==> config.mk <==
export PLATFORM = sky130hd
export DESIGN_NAME = uart_trx
export DESIGN_NICKNAME = d
export VERILOG_FILES = /design/src/rtl/uart_trx.sv
export SDC_FILE = /design/constraint.sdc
export NUM_CORES = 1
export LEC_CHECK = 0
export ABC_CLOCK_PERIOD_IN_PS = 4700
export BUFFER_PORTS_ARGS = -buffer_cell sky130_fd_sc_hd__clkbuf_2
export CAP_MARGIN = 20
export CORE_MARGIN = 2
export CORE_UTILIZATION = 45
export CTS_BUF_LIST = sky130_fd_sc_hd__clkbuf_2 sky130_fd_sc_hd__clkbuf_4 sky130_fd_sc_hd__clkbuf_8
export DETAILED_ROUTE_END_ITERATION = 16
export GPL_TIMING_DRIVEN = 0
export SETUP_SLACK_MARGIN = 0.3
export SLEW_MARGIN = 15
export SYNTH_ARGS = -nofsm -noshare
export SYNTH_HDL_FRONTEND = slang
export SYNTH_SLANG_ARGS = --single-unit
export TNS_END_PERCENT = 5
==> constraint.sdc <==
create_clock -name CLK -period 4.7 [get_ports CLK]
set_input_delay 1.175 -clock CLK [delete_from_list [all_inputs] [get_ports CLK]]
set_output_delay 1.175 -clock CLK [all_outputs]
set_load 0.01 [all_outputs]
==> src/rtl/uart_trx.sv <==
// rtl/uart_trx.sv - full-duplex UART transmitter/receiver with runtime parity, stop-bit and prescale config
// Optional macro UART_TRX_LOOPBACK_EN adds a LOOPBACK input that routes the TX line into the RX path.
module uart_trx #(
  parameter int DATA_WIDTH     = 8,
  parameter int PRESCALE_WIDTH = 6
) (
  input  logic                      CLK,
  input  logic                      RST,
  input  logic [DATA_WIDTH-1:0]     TX_IN_P,
  input  logic                      TX_IN_V,
  input  logic                      RX_IN_S,
  input  logic                      PAR_EN,
  input  logic                      PAR_TYP,
  input  logic                      STOP2,
  input  logic [PRESCALE_WIDTH-1:0] Prescale,
`ifdef UART_TRX_LOOPBACK_EN
  input  logic                      LOOPBACK,
`endif
  output logic                      TX_OUT_S,
  output logic                      TX_BUSY,
  output logic [DATA_WIDTH-1:0]     RX_OUT_P,
  output logic                      RX_OUT_V,
  output logic                      PAR_ERR,
  output logic                      FRM_ERR
);

  localparam int PW = PRESCALE_WIDTH;
  localparam int BW = 4;

  typedef enum logic [2:0] {IDLE, START, DATA, PARITY, STOP} state_e;

  logic [PW-1:0] pre_eff;
  assign pre_eff = (Prescale < PW'(8)) ? PW'(8) : Prescale;

  state_e                tx_state_q, tx_state_d;
  logic [PW-1:0]         tx_cnt_q, tx_cnt_d, tx_pre_q, tx_pre_d;
  logic [BW-1:0]         tx_bit_q, tx_bit_d;
  logic [DATA_WIDTH-1:0] tx_data_q, tx_data_d;
  logic                  tx_par_en_q, tx_par_en_d, tx_stop2_q, tx_stop2_d;
  logic                  tx_par_q, tx_par_d;
  logic                  tx_last, tx_serial;

  always_ff @(posedge CLK or posedge RST) begin
    if (RST) begin
      tx_state_q  <= IDLE;
      tx_cnt_q    <= '0;
      tx_pre_q    <= PW'(8);
      tx_bit_q    <= '0;
      tx_data_q   <= '0;
      tx_par_en_q <= 1'b0;
      tx_stop2_q  <= 1'b0;
      tx_par_q    <= 1'b0;
    end else begin
      tx_state_q  <= tx_state_d;
      tx_cnt_q    <= tx_cnt_d;
      tx_pre_q    <= tx_pre_d;
      tx_bit_q    <= tx_bit_d;
      tx_data_q   <= tx_data_d;
      tx_par_en_q <= tx_par_en_d;
      tx_stop2_q  <= tx_stop2_d;
      tx_par_q    <= tx_par_d;
    end
  end

  always_comb begin
    tx_state_d  = tx_state_q;
    tx_cnt_d    = '0;
    tx_pre_d    = tx_pre_q;
    tx_bit_d    = tx_bit_q;
    tx_data_d   = tx_data_q;
    tx_par_en_d = tx_par_en_q;
    tx_stop2_d  = tx_stop2_q;
    tx_par_d    = tx_par_q;
    tx_last     = (tx_cnt_q == tx_pre_q - PW'(1));
    if (tx_state_q != IDLE && !tx_last) tx_cnt_d = tx_cnt_q + PW'(1);
    case (tx_state_q)
      IDLE: begin
        if (TX_IN_V) begin
          tx_state_d  = START;
          tx_bit_d    = '0;
          tx_data_d   = TX_IN_P;
          tx_pre_d    = pre_eff;
          tx_par_en_d = PAR_EN;
          tx_stop2_d  = STOP2;
          tx_par_d    = (^TX_IN_P) ^ PAR_TYP;
        end
      end
      START: if (tx_last) tx_state_d = DATA;
      DATA: begin
        // Data shifts out of bit 0 so the line never needs a variable bit select.
        if (tx_last) begin
          tx_data_d = tx_data_q >> 1;
          if (tx_bit_q == BW'(DATA_WIDTH - 1)) begin
            tx_bit_d   = '0;
            tx_state_d = tx_par_en_q ? PARITY : STOP;
          end else begin
            tx_bit_d = tx_bit_q + BW'(1);
          end
        end
      end
      PARITY: if (tx_last) tx_state_d = STOP;
      STOP: begin
        if (tx_last) begin
          if (tx_stop2_q && tx_bit_q == '0) tx_bit_d = BW'(1);
          else tx_state_d = IDLE;
        end
      end
      default: tx_state_d = IDLE;
    endcase
  end

  always_comb begin
    tx_serial = 1'b1;
    case (tx_state_q)
      START:   tx_serial = 1'b0;
      DATA:    tx_serial = tx_data_q[0];
      PARITY:  tx_serial = tx_par_q;
      default: tx_serial = 1'b1;
    endcase
  end

  assign TX_OUT_S = tx_serial;
  assign TX_BUSY  = (tx_state_q != IDLE);

  logic rx_in_sel;
`ifdef UART_TRX_LOOPBACK_EN
  assign rx_in_sel = LOOPBACK ? tx_serial : RX_IN_S;
`else
  assign rx_in_sel = RX_IN_S;
`endif

  state_e                rx_state_q, rx_state_d;
  logic [1:0]            rx_sync_q;
  logic                  rx_prev_q;
  logic [PW-1:0]         rx_cnt_q, rx_cnt_d, rx_pre_q, rx_pre_d;
  logic [BW-1:0]         rx_bit_q, rx_bit_d;
  logic [DATA_WIDTH-1:0] rx_data_q, rx_data_d, rx_out_p_q, rx_out_p_d;
  logic                  rx_par_en_q, rx_par_en_d, rx_par_typ_q, rx_par_typ_d;
  logic                  rx_par_bit_q, rx_par_bit_d, rx_s0_q, rx_s0_d, rx_s1_q, rx_s1_d;
  logic                  rx_out_v_q, rx_out_v_d, par_err_q, par_err_d, frm_err_q, frm_err_d;
  logic                  rx_s, rx_fall, rx_last, smp_a, smp_b, smp_c, maj, par_bad;
  logic [PW-1:0]         half;

  assign rx_s    = rx_sync_q[1];
  assign rx_fall = rx_prev_q & ~rx_s;
  assign rx_last = (rx_cnt_q == rx_pre_q - PW'(1));
  assign half    = rx_pre_q >> 1;
  assign smp_a   = (rx_cnt_q == half - PW'(1));
  assign smp_b   = (rx_cnt_q == half);
  assign smp_c   = (rx_cnt_q == half + PW'(1));
  assign maj     = (rx_s0_q & rx_s1_q) | (rx_s0_q & rx_s) | (rx_s1_q & rx_s);
  assign par_bad = rx_par_en_q & (rx_par_bit_q != ((^rx_data_q) ^ rx_par_typ_q));

  always_ff @(posedge CLK or posedge RST) begin
    if (RST) begin
      rx_sync_q    <= 2'b11;
      rx_prev_q    <= 1'b1;
      rx_state_q   <= IDLE;
      rx_cnt_q     <= '0;
      rx_pre_q     <= PW'(8);
      rx_bit_q     <= '0;
      rx_data_q    <= '0;
      rx_out_p_q   <= '0;
      rx_par_en_q  <= 1'b0;
      rx_par_typ_q <= 1'b0;
      rx_par_bit_q <= 1'b0;
      rx_s0_q      <= 1'b1;
      rx_s1_q      <= 1'b1;
      rx_out_v_q   <= 1'b0;
      par_err_q    <= 1'b0;
      frm_err_q    <= 1'b0;
    end else begin
      rx_sync_q    <= {rx_sync_q[0], rx_in_sel};
      rx_prev_q    <= rx_s;
      rx_state_q   <= rx_state_d;
      rx_cnt_q     <= rx_cnt_d;
      rx_pre_q     <= rx_pre_d;
      rx_bit_q     <= rx_bit_d;
      rx_data_q    <= rx_data_d;
      rx_out_p_q   <= rx_out_p_d;
      rx_par_en_q  <= rx_par_en_d;
      rx_par_typ_q <= rx_par_typ_d;
      rx_par_bit_q <= rx_par_bit_d;
      rx_s0_q      <= rx_s0_d;
      rx_s1_q      <= rx_s1_d;
      rx_out_v_q   <= rx_out_v_d;
      par_err_q    <= par_err_d;
      frm_err_q    <= frm_err_d;
    end
  end

  always_comb begin
    rx_state_d   = rx_state_q;
    rx_cnt_d     = (rx_state_q == IDLE || rx_last) ? '0 : rx_cnt_q + PW'(1);
    rx_pre_d     = rx_pre_q;
    rx_bit_d     = rx_bit_q;
    rx_data_d    = rx_data_q;
    rx_out_p_d   = rx_out_p_q;
    rx_par_en_d  = rx_par_en_q;
    rx_par_typ_d = rx_par_typ_q;
    rx_par_bit_d = rx_par_bit_q;
    rx_s0_d      = smp_a ? rx_s : rx_s0_q;
    rx_s1_d      = smp_b ? rx_s : rx_s1_q;
    rx_out_v_d   = 1'b0;
    par_err_d    = 1'b0;
    frm_err_d    = 1'b0;
    case (rx_state_q)
      IDLE: begin
        // The edge-detect cycle is bit-relative count 0, so the next cycle is count 1.
        if (rx_fall) begin
          rx_state_d   = START;
          rx_cnt_d     = PW'(1);
          rx_bit_d     = '0;
          rx_pre_d     = pre_eff;
          rx_par_en_d  = PAR_EN;
          rx_par_typ_d = PAR_TYP;
        end
      end
      START: begin
        if (smp_c && maj) begin
          rx_state_d = IDLE;
          rx_cnt_d   = '0;
        end else if (rx_last) begin
          rx_state_d = DATA;
        end
      end
      DATA: begin
        if (smp_c) rx_data_d = {maj, rx_data_q[DATA_WIDTH-1:1]};
        if (rx_last) begin
          if (rx_bit_q == BW'(DATA_WIDTH - 1)) begin
            rx_bit_d   = '0;
            rx_state_d = rx_par_en_q ? PARITY : STOP;
          end else begin
            rx_bit_d = rx_bit_q + BW'(1);
          end
        end
      end
      PARITY: begin
        if (smp_c) rx_par_bit_d = maj;
        if (rx_last) rx_state_d = STOP;
      end
      STOP: begin
        // Leave mid stop bit so a start edge immediately after it is still seen.
        if (smp_c) begin
          rx_state_d = IDLE;
          rx_cnt_d   = '0;
          par_err_d  = par_bad;
          frm_err_d  = ~maj;
          if (maj && !par_bad) begin
            rx_out_p_d = rx_data_q;
            rx_out_v_d = 1'b1;
          end
        end
      end
      default: rx_state_d = IDLE;
    endcase
  end

  assign RX_OUT_P = rx_out_p_q;
  assign RX_OUT_V = rx_out_v_q;
  assign PAR_ERR  = par_err_q;
  assign FRM_ERR  = frm_err_q;

endmodule

==> results.json, run 1 <==
{
  "status": "finished clean",
  "yosysMostFrequentCell": "dfrtp_1",
  "grt_pass1_vias": 3037,
  "crit_top_cell": "buf_2",
  "yosysTopAreaCell": "dfrtp_1",
  "areaGrowthSynthToFinish_pct": 12.92,
  "cts.clk_slew.worst_paths_ns": 0.08,
  "ios": 34,
  "cts_resized": 0,
  "route.detailed.drc": 0,
  "syn_inst": 416,
  "num-nets-final": 492,
  "grt_max_degree": 41,
  "htree_levels": 3,
  "ys_ff_latch": 76,
  "maxCapViolCount": 0,
  "reg2reg_from": "rx_pre_q[2]",
  "crit_slowest_cell": "a2111oi_2",
  "dieArea_mm2": 0.01024,
  "cp-endpoint": "rx_state_q[0]",
  "fin_area_mm2": 0.004802,
  "setup_tns_ns": 0,
  "antenna_found_initial": 0,
  "synth_edf_count": 0,
  "ff2ff_path_depth": 10,
  "synth_seq_area_share_pct": 44.92,
  "synth_top_area_share_pct": 40.60,
  "required_ns": 4.93,
  "cp.depth": 10,
  "dp_hpwl_um": 5907,
  "cts_hold_buf": 0,
  "worstSetupEndpointType": "flip-flop",
  "vias": 3078,
  "powerDensity_mw_per_mm2": 584.2,
  "start_kind": "flip-flop",
  "slowest_delay_ns": 0.60,
  "ys_async_sr_fraction_pct": 100.0,
  "fmax_mhz": 339.2,
  "numCtsBuffers": 9,
  "cts_tree": "built",
  "row_count": 35,
  "synth.distinct_cells": 67,
  "wl_per_cell_um": 13.91,
  "rsz0062_at_grt": "no",
  "gr-total-overflow": 0,
  "drtIter0Drc": 112,
  "syn_avg_cell_area_um2": 10.22,
  "worst_pin_slew_ns": 0.6401,
  "clk_latency_ns": 0.34,
  "drive_gt1_share_pct": 24.46,
  "total_leakage_power_nw": 2.181,
  "grt_most_used_layer": "met2",
  "startpoint": "rx_pre_q[2]",
  "place.gp.congestion": 0.7846,
  "whs_ns": 0.3591,
  "cts_max_path_buffers": 2,
  "crit_family": "compound AO/OA/AOI/OAI gates",
  "arrival_ns": 3.18,
  "use_met2_pct": 28.63,
  "met3_usage_pct": 3.727,
  "grt_first_pass_wirelength_um": 14190,
  "synth_area_leaders": "dfrtp_1 (41%), mux2_2 (7.1%), xnor2_1 (6.2%), dfstp_2 (4.3%), nand2_1 (4.2%)",
  "die_width_um": 101.2,
  "start_util_pct": 46.24,
  "clock-sinks": 76,
  "dr.pass1.iters": 4,
  "io_buffer_count": 33,
  "crit_chain": "buf_2 > inv_1 > ha_1 > a21bo_2 > or3_1 > a2111oi_2 > and2_1 > buf_2 > o31ai_1 > a32o_1",
  "relSlewSlack_pct": 57.10,
  "synth_common_cells": "dfrtp_1 (69), nand2_1 (48), xnor2_1 (30), mux2_2 (27), nor2_1 (23)",
  "diodes": 0,
  "ys.flop_type": "dfrtp_1",
  "hold_class": "flip-flop to flip-flop",
  "post_cts_buffers": 0,
  "r2r-end": "rx_state_q[0]",
  "n_fill_cell": 827,
  "syn-cell-area_mm2": 0.004253,
  "fin_util_pct": 52.22,
  "worstSetupPathType": "flip-flop to flip-flop",
  "min_period_ns": 2.948,
  "crit_buf_inv": 3,
  "reg2reg_slack_ns": 1.75,
  "report.final.slew_viol_count": 0,
  "cp_max_fo": 9,
  "ir_drop_v": 0.0003216,
  "ant_nets": 0,
  "place_area_mm2": 0.004579,
  "yosys_warnings": 0,
  "coreArea_mm2": 0.009196,
  "viasPerCell": 5.334,
  "die_h_um": 101.2,
  "setup_viol_count_final": 0,
  "fin_skew_ns": 0.01126,
  "root_buffer": "clkbuf_8",
  "gr-usage-all-layers_pct": 17.27,
  "syn-num-nets": 447,
  "grt_use_met1_pct": 23.00,
  "period_share_pct": 62.72,
  "timing_hold_violations_final": 0,
  "routed_wl_um": 8026
}
## power by group
part / total [mW] / switching, mW / internal [mW]
registers: 1.03 / 0.176 / 0.855
clock network: 0.553 / 0.250 / 0.303
logic: 1.22 / 0.650 / 0.572
## cells by family (layout without fill, tap and decap cells)
family | after synthesis | count (layout) | synth area share (%)
AOI/OAI and AO/OA | 64 | 64 | 10.59
DFF | 76 | 76 | 44.93
adders and majority gates | 11 | 11 | 3.177
buffers and inverters | 38 | 88 | 3.883
muxes | 37 | 37 | 10.21
xor gates and xnor gates | 47 | 47 | 10.00
and+or+nand+nor | 143 | 143 | 17.21
## metrics by stage
stage	setup slack [ns]	instances	total power [mW]
final	1.752	577	2.805
after global routing	1.525	577	3.050
after CTS	1.737	577	2.834
after detailed placement	1.757	561	2.262
after global placement	0.6873	560	2.225
after floorplan	1.598	416	2.006
## layer usage
metal,wire length (um),vias up
met1,3808,1498
met3,215,4
met4,54,0
met2,3947,35
li1,-,1541
met5,0,-
## worst min path at each step
stage	depth (start not counted)	end	from	slack, ns
after floorplan	0	rx_sync_q[1]	rx_sync_q[0]	0.35
after global placement	0	rx_sync_q[1]	rx_sync_q[0]	0.35
after detailed placement	0	rx_sync_q[1]	rx_sync_q[0]	0.35
after CTS	0	rx_sync_q[1]	rx_sync_q[0]	0.36
after global routing	0	rx_sync_q[1]	rx_sync_q[0]	0.37
final	0	rx_sync_q[1]	rx_sync_q[0]	0.36
## cell usage in the layout (no fill, tap or decap), drive strengths merged, types with 2 or more instances in the layout
cell type and instances:
and3 2, xnor2 30, nand4 4, a22o 2, nand3b 2, nand3 17
o21ai 21, and2 5, mux2i 4, bufinv 2, dfstp 7, nand2b 7
nor3 17, or3 4, ha 10, nor2b 2, clkinv 2, buf 9
a31oi 5, o211ai 2, or4 2, dfrtp 69, nor4 2, a21oi 8
a31o 2, clkbuf 51, o31ai 4, mux2 33, nor2 23, xor2 16
nand2 49, inv 23, or2b 2, o21a 4
## final cells by class
type / instances / area (um2) / area share (%)
timing repair buffer: 34 / 185.2 / 3.856
clock buffer: 9 / 123.9 / 2.579
sequential: 76 / 1911 / 39.79
tap: 111 / 138.9 / 2.892
buffer: 17 / 86.33 / 1.798
multi-input combinational: 302 / 2177 / 45.34
inverter: 21 / 81.33 / 1.694
clock inverter: 7 / 98.84 / 2.058
## flip-flops by register name (all words and copies together) (netlist names), 3 cells and up
signal,flops
tx_data_q,8
rx_bit_q,4
tx_pre_q,6
rx_cnt_q,6
tx_bit_q,4
tx_state_q,3
rx_state_q,3
tx_cnt_q,6
rx_data_q,8
rx_pre_q,6
RX_OUT_P,8
(Power assumes the default switching activity.)
==> run 2, diff against run 1 <==
--- a/config.mk
+++ b/config.mk
@@ -5,7 +5,7 @@
 export SDC_FILE = /design/constraint.sdc
 export NUM_CORES = 1
 export LEC_CHECK = 0
-export ABC_CLOCK_PERIOD_IN_PS = 4700
+export ABC_CLOCK_PERIOD_IN_PS = 3000
 export BUFFER_PORTS_ARGS = -buffer_cell sky130_fd_sc_hd__clkbuf_2
 export CAP_MARGIN = 20
 export CORE_MARGIN = 2
==> constraint.sdc (replaced) <==
create_clock -name CLK -period 3 [get_ports CLK]
set_input_delay 0.75 -clock CLK [delete_from_list [all_inputs] [get_ports CLK]]
set_output_delay 0.75 -clock CLK [all_outputs]
set_load 0.01 [all_outputs]
==> results.json, run 2 (synthesis results as in run 1) <==
{
  "cp_max_fo": 9,
  "clk_latency_ns": 0.35,
  "drive_gt1_share_pct": 27.02,
  "worstSetupEndpointType": "flip-flop",
  "seq_power_share_pct": 35.8,
  "numCtsBuffers": 9,
  "period_share_pct": 89.18,
  "start_util_pct": 46.24,
  "mostFrequentLayoutCell": "dfrtp_1",
  "num-nets-final": 496,
  "dpl_worst_slack_ns": 0.05691,
  "relSlewSlack_pct": 58.19,
  "comb_power_share_pct": 45.0,
  "min_period_ns": 2.675,
  "drtIter0Drc": 111,
  "holdPathStages": 0,
  "hold_class": "flip-flop to flip-flop",
  "vias": 3087,
  "rsz0062_at_grt": "yes",
  "fin_util_pct": 53.66,
  "diodes": 0,
  "routed_wl_um": 8100,
  "report.final.slew_viol_count": 0,
  "route.detailed.drc": 0,
  "cts_hold_buf": 0,
  "arrival_ns": 2.92,
  "cts.clk_slew.worst_paths_ns": 0.09,
  "htree_levels": 3,
  "ios": 34,
  "die_h_um": 101.2,
  "ff2ff_path_depth": 10,
  "grt_max_degree": 41,
  "setup_viol_count_final": 0,
  "dr.pass1.iters": 4,
  "die_width_um": 101.2,
  "required_ns": 3.24,
  "start_kind": "flip-flop",
  "gr-usage-all-layers_pct": 17.34,
  "wl_per_cell_um": 13.94,
  "antenna_found_initial": 0,
  "total_leakage_power_nw": 2.220,
  "cts_tree": "built",
  "coreArea_mm2": 0.009196,
  "clock-sinks": 76,
  "fmax_mhz": 373.8,
  "fin_skew_ns": 0.009390,
  "status": "finished clean",
  "mostFrequentLayoutCells": "dfrtp_1 (68), nand2_1 (48), clkbuf_2 (34)",
  "worstSetupPathType": "flip-flop to flip-flop",
  "worst_pin_slew_ns": 0.6216,
  "areaGrowthSynthToFinish_pct": 16.03,
  "root_buffer": "clkbuf_8",
  "final.setup.worst_slack_ns": 0.3246,
  "cts_max_path_buffers": 2,
  "dp_hpwl_um": 5907,
  "timing_hold_violations_final": 0,
  "row_count": 35,
  "place.gp.congestion": 0.7846,
  "grt_pass1_vias": 3047,
  "switching_share_pct": 38.86,
  "power.internal_mw": 2.765,
  "io_buffer_count": 33,
  "powerDensity_mw_per_mm2": 916.4,
  "viasPerCell": 5.313,
  "ir_drop_v": 0.0005054,
  "ant_nets": 0,
  "grt_first_pass_wirelength_um": 14240,
  "dieArea_mm2": 0.01024,
  "clkPwrFrac_pct": 19.2,
  "switching_power_mw": 1.757,
  "maxCapViolCount": 0,
  "gr-total-overflow": 0,
  "setup_tns_ns": 0
}
run 2: cell types whose count changed in the layout (fill, tap and decap cells not counted), sizes merged:
cell	delta
buf	+4
run 2: path summary, 6_finish.rpt:
check / from / end / slack, ns
min in group asynchronous: RST / RX_OUT_P[3] / 0.40
setup reg to reg: rx_pre_q[2] / rx_state_q[0] / 0.32
hold reg to reg: rx_sync_q[0] / rx_sync_q[1] / 0.36
hold / removal: rx_sync_q[0] / rx_sync_q[1] / 0.36
max in group asynchronous: RST / tx_pre_q[3] / 1.97
setup / recovery: rx_pre_q[2] / rx_state_q[0] / 0.32
run 2: worst max-delay path, stage by stage (launching register included):
cell and delay (ns):
dfrtp_1 0.38, buf_4 0.17, inv_2 0.08, ha_4 0.14, a21bo_2 0.24, or3_4 0.40
a2111oi_4 0.50, and2_4 0.22, buf_6 0.13, o31ai_1 0.08, a32o_1 0.25
run 2: metal layers:
| layer | track usage (%) | up-vias | share of wire, % |
|---|---|---|---|
| met3 | 3.727 | 7 | 3.0 |
| li1 | - | 1541 | - |
| met4 | 4.678 | 0 | 0.96 |
| met1 | 22.96 | 1503 | 47 |
| met5 | 0 | - | 0 |
| met2 | 28.94 | 36 | 50 |
run 2: layout make-up:
type	count	area, um2
buffer	17	95.09
clock buffer	9	123.9
clock inverter	7	98.84
fill	802	4262
inverter	21	81.33
multi-input combinational	302	2232
sequential	76	1912
tap	111	138.9
timing repair buffer	38	252.7
run 2: stage by stage:
step | instances | area, um2 | total power [mW] | hold WS [ns]
finish | 581 | 4935 | 4.522 | 0.3569
global route | 581 | 4935 | 4.900 | 0.3716
CTS | 577 | 4821 | 4.482 | 0.3590
detailed placement | 561 | 4579 | 3.543 | 0.3484
global placement | 560 | 4557 | 3.486 | 0.3467
floorplan | 416 | 4253 | 3.142 | 0.3452
run 2: power groups by stage:
stage / Combinational (mW) / Clock (mW) / Sequential [mW]
3_5_place_dp: 1.91 / 0 / 1.63
3_3_place_gp: 1.86 / 0 / 1.62
2_1_floorplan: 1.59 / 0 / 1.55
4_1_cts: 1.97 / 0.902 / 1.61
6_report: 2.04 / 0.869 / 1.62
5_1_grt: 2.29 / 0.943 / 1.66
run 2: what timing repair did:
item / CTS / global route
pin swaps: 2 / 4
resized for setup: 2 / 15
buffers inserted: 0 / 4
setup endpoints to repair: 34 / 34
==> run 3, diff against run 2 <==
--- a/config.mk
+++ b/config.mk
@@ -5,6 +5,7 @@
 export SDC_FILE = /design/constraint.sdc
 export NUM_CORES = 1
 export LEC_CHECK = 0
+export ABC_AREA = 1
 export ABC_CLOCK_PERIOD_IN_PS = 3000
 export BUFFER_PORTS_ARGS = -buffer_cell sky130_fd_sc_hd__clkbuf_2
 export CAP_MARGIN = 20
@@ -13,6 +14,7 @@
 export CTS_BUF_LIST = sky130_fd_sc_hd__clkbuf_2 sky130_fd_sc_hd__clkbuf_4 sky130_fd_sc_hd__clkbuf_8
 export DETAILED_ROUTE_END_ITERATION = 16
 export GPL_TIMING_DRIVEN = 0
+export PLACE_DENSITY = 0.68
 export SETUP_SLACK_MARGIN = 0.3
 export SLEW_MARGIN = 15
 export SYNTH_ARGS = -nofsm -noshare
==> results.json, run 3 <==
{
  "status": "finished clean",
  "synth_seq_area_share_pct": 44.54,
  "ys.flop_type": "dfrtp_1",
  "routed_wl_um": 8520,
  "report.final.slew_viol_count": 0,
  "mostFrequentLayoutCells": "nand2_1 (216), dfrtp_1 (69), inv_1 (53)",
  "viasPerCell": 4.802,
  "wl_per_cell_um": 11.39,
  "yosys_warnings": 0,
  "route.detailed.drc": 0,
  "synth_common_cells": "nand2_1 (216), dfrtp_1 (69), inv_1 (54), nand3_1 (49), nor2_1 (42)",
  "relSlewSlack_pct": 67.95,
  "crit_slowest_cell": "dfrtp_1",
  "diodes": 0,
  "drtIter0Drc": 166,
  "fin_skew_ns": 0.01257,
  "coreArea_mm2": 0.009240,
  "crit_chain": "inv_1 > nor2_1 > nand2_1 > inv_1 > clkbuf_2 > nand2_1 > nand3_1 > clkbuf_2",
  "yosysTopAreaCell": "dfrtp_1",
  "vias": 3592,
  "numCtsBuffers": 9,
  "post_cts_buffers": 0,
  "ios": 34,
  "crit_buf_inv": 4,
  "syn_inst": 569,
  "ys_ff_latch": 76,
  "syn_avg_cell_area_um2": 7.538,
  "slowest_delay_ns": 0.42,
  "crit_family": "buffers and inverters",
  "worstSetupPathType": "flip-flop to output port",
  "grt_max_degree": 49,
  "gr-usage-all-layers_pct": 18.44,
  "start_kind": "flip-flop",
  "worst_pin_slew_ns": 0.4808,
  "reg2reg_slack_ns": 0.71,
  "synth_area_leaders": "dfrtp_1 (40%), nand2_1 (19%), nand3_1 (5.7%), inv_1 (4.7%), dfstp_2 (4.3%)",
  "period_share_pct": 83.16,
  "grt_pass1_vias": 3385,
  "root_buffer": "clkbuf_8",
  "antenna_found_initial": 0,
  "mostFrequentLayoutCell": "nand2_1",
  "dieArea_mm2": 0.01033,
  "die_width_um": 101.6,
  "worstSetupEndpointType": "output port",
  "syn-num-nets": 600,
  "yosysMostFrequentCell": "nand2_1",
  "syn-cell-area_mm2": 0.004289,
  "clk_latency_ns": 0.35,
  "fmax_mhz": 400.8,
  "synth_top_area_share_pct": 40.26,
  "htree_levels": 3,
  "rsz0062_at_grt": "no",
  "synth_edf_count": 0,
  "place.gp.congestion": 0.9240,
  "die_h_um": 101.6,
  "dr.pass1.iters": 4,
  "cts_max_path_buffers": 2,
  "setup_viol_count_final": 0,
  "areaGrowthSynthToFinish_pct": 12.57,
  "arrival_ns": 1.74,
  "ys_async_sr_fraction_pct": 100.0,
  "ant_nets": 0,
  "dp_hpwl_um": 6446,
  "total_power_mw": 4.207,
  "whs_ns": 0.3575,
  "gr-total-overflow": 0,
  "reg2reg_from": "rx_pre_q[2]",
  "synth.distinct_cells": 31,
  "cts_tree": "built",
  "io_buffer_count": 33,
  "cp_max_fo": 10,
  "maxCapViolCount": 0,
  "grt_first_pass_wirelength_um": 15170,
  "clock-sinks": 76,
  "start_util_pct": 46.42,
  "total_leakage_power_nw": 2.544,
  "min_period_ns": 2.495,
  "hold_class": "input pin to async pin",
  "powerDensity_mw_per_mm2": 871.4,
  "row_count": 35,
  "num-nets-final": 645,
  "startpoint": "tx_state_q[1]",
  "required_ns": 2.25,
  "timing_hold_violations_final": 0,
  "ir_drop_v": 0.0004031,
  "drive_gt1_share_pct": 12.60,
  "cts.clk_slew.worst_paths_ns": 0.09
}
run 3: changes by cell type after synthesis, sizes merged, moves of 9 or more:
| cell | change |
|---|---|
| nand2 | +170 |
| inv | +35 |
| nand3 | +34 |
| mux2 | -33 |
| nor2 | +25 |
| nor3 | -13 |
| o21ai | +11 |
| xnor2 | -9 |
run 3: layer usage:
metal	routed length [um]	vias up	track usage (%)	share of wire, %
li1	-	1883	-	-
met2	4063	58	30.06	48
met3	246	4	3.313	2.9
met4	50	0	5.821	0.59
met5	0	-	0	0
met1	4160	1647	25.01	49
run 3: where the power goes:
group	internal, mW	switching [mW]
Clock	0.313	0.412
Combinational	0.703	1.22
Sequential	1.31	0.254
run 3: area by class of cell:
class | instances | area, um2
inverters | 56 | 212.7
flip-flops and latches | 76 | 1911
plain buffers | 8 | 41.29
clock buffers | 9 | 123.9
clock inverters | 7 | 57.56
well taps | 129 | 161.4
multi-input cells | 429 | 2128
repair buffers | 34 | 192.7
fillers | 919 | 4412
run 3: repair_timing:
action	CTS	global route
setup endpoints to repair	0	1
hold buffers	0	0
resized for setup	0	2
run 3: path summary, 6_finish.rpt:
kind | to | cells past startpoint
hold / removal | tx_data_q[3] | 2
hold reg to reg | rx_sync_q[1] | 0
max in group asynchronous | tx_pre_q[3] | 3
setup reg to reg | RX_OUT_P[7] | 14
min in group CLK | rx_sync_q[1] | 0
setup / recovery | TX_OUT_S | 8
run 3: cell families after synthesis:
logic type | Yosys count | synth area share (%)
AOI/OAI and AO/OA | 43 | 5.164
and+or+nand+nor | 335 | 33.14
buffers and inverters | 64 | 5.834
adders and majority gates | 11 | 3.151
DFF | 76 | 44.55
xor gates and xnor gates | 40 | 8.168
run 3: per-stage QoR:
| stage | worst slack [ns] | util, % | cells | instance area (um2) | TNS, ns |
|---|---|---|---|---|---|
| 6_report | 0.5051 | 52.25 | 748 | 4828 | 0 |
| 5_1_grt | 0.3609 | 52.25 | 748 | 4828 | 0 |
| 4_1_cts | 0.3538 | 52.24 | 748 | 4827 | 0 |
| 3_5_place_dp | 0.7146 | 50.28 | 732 | 4646 | 0 |
| 3_3_place_gp | -0.6171 | 49.95 | 731 | 4616 | -42.37 |
| 2_1_floorplan | 0.3233 | - | 569 | 4289 | 0 |
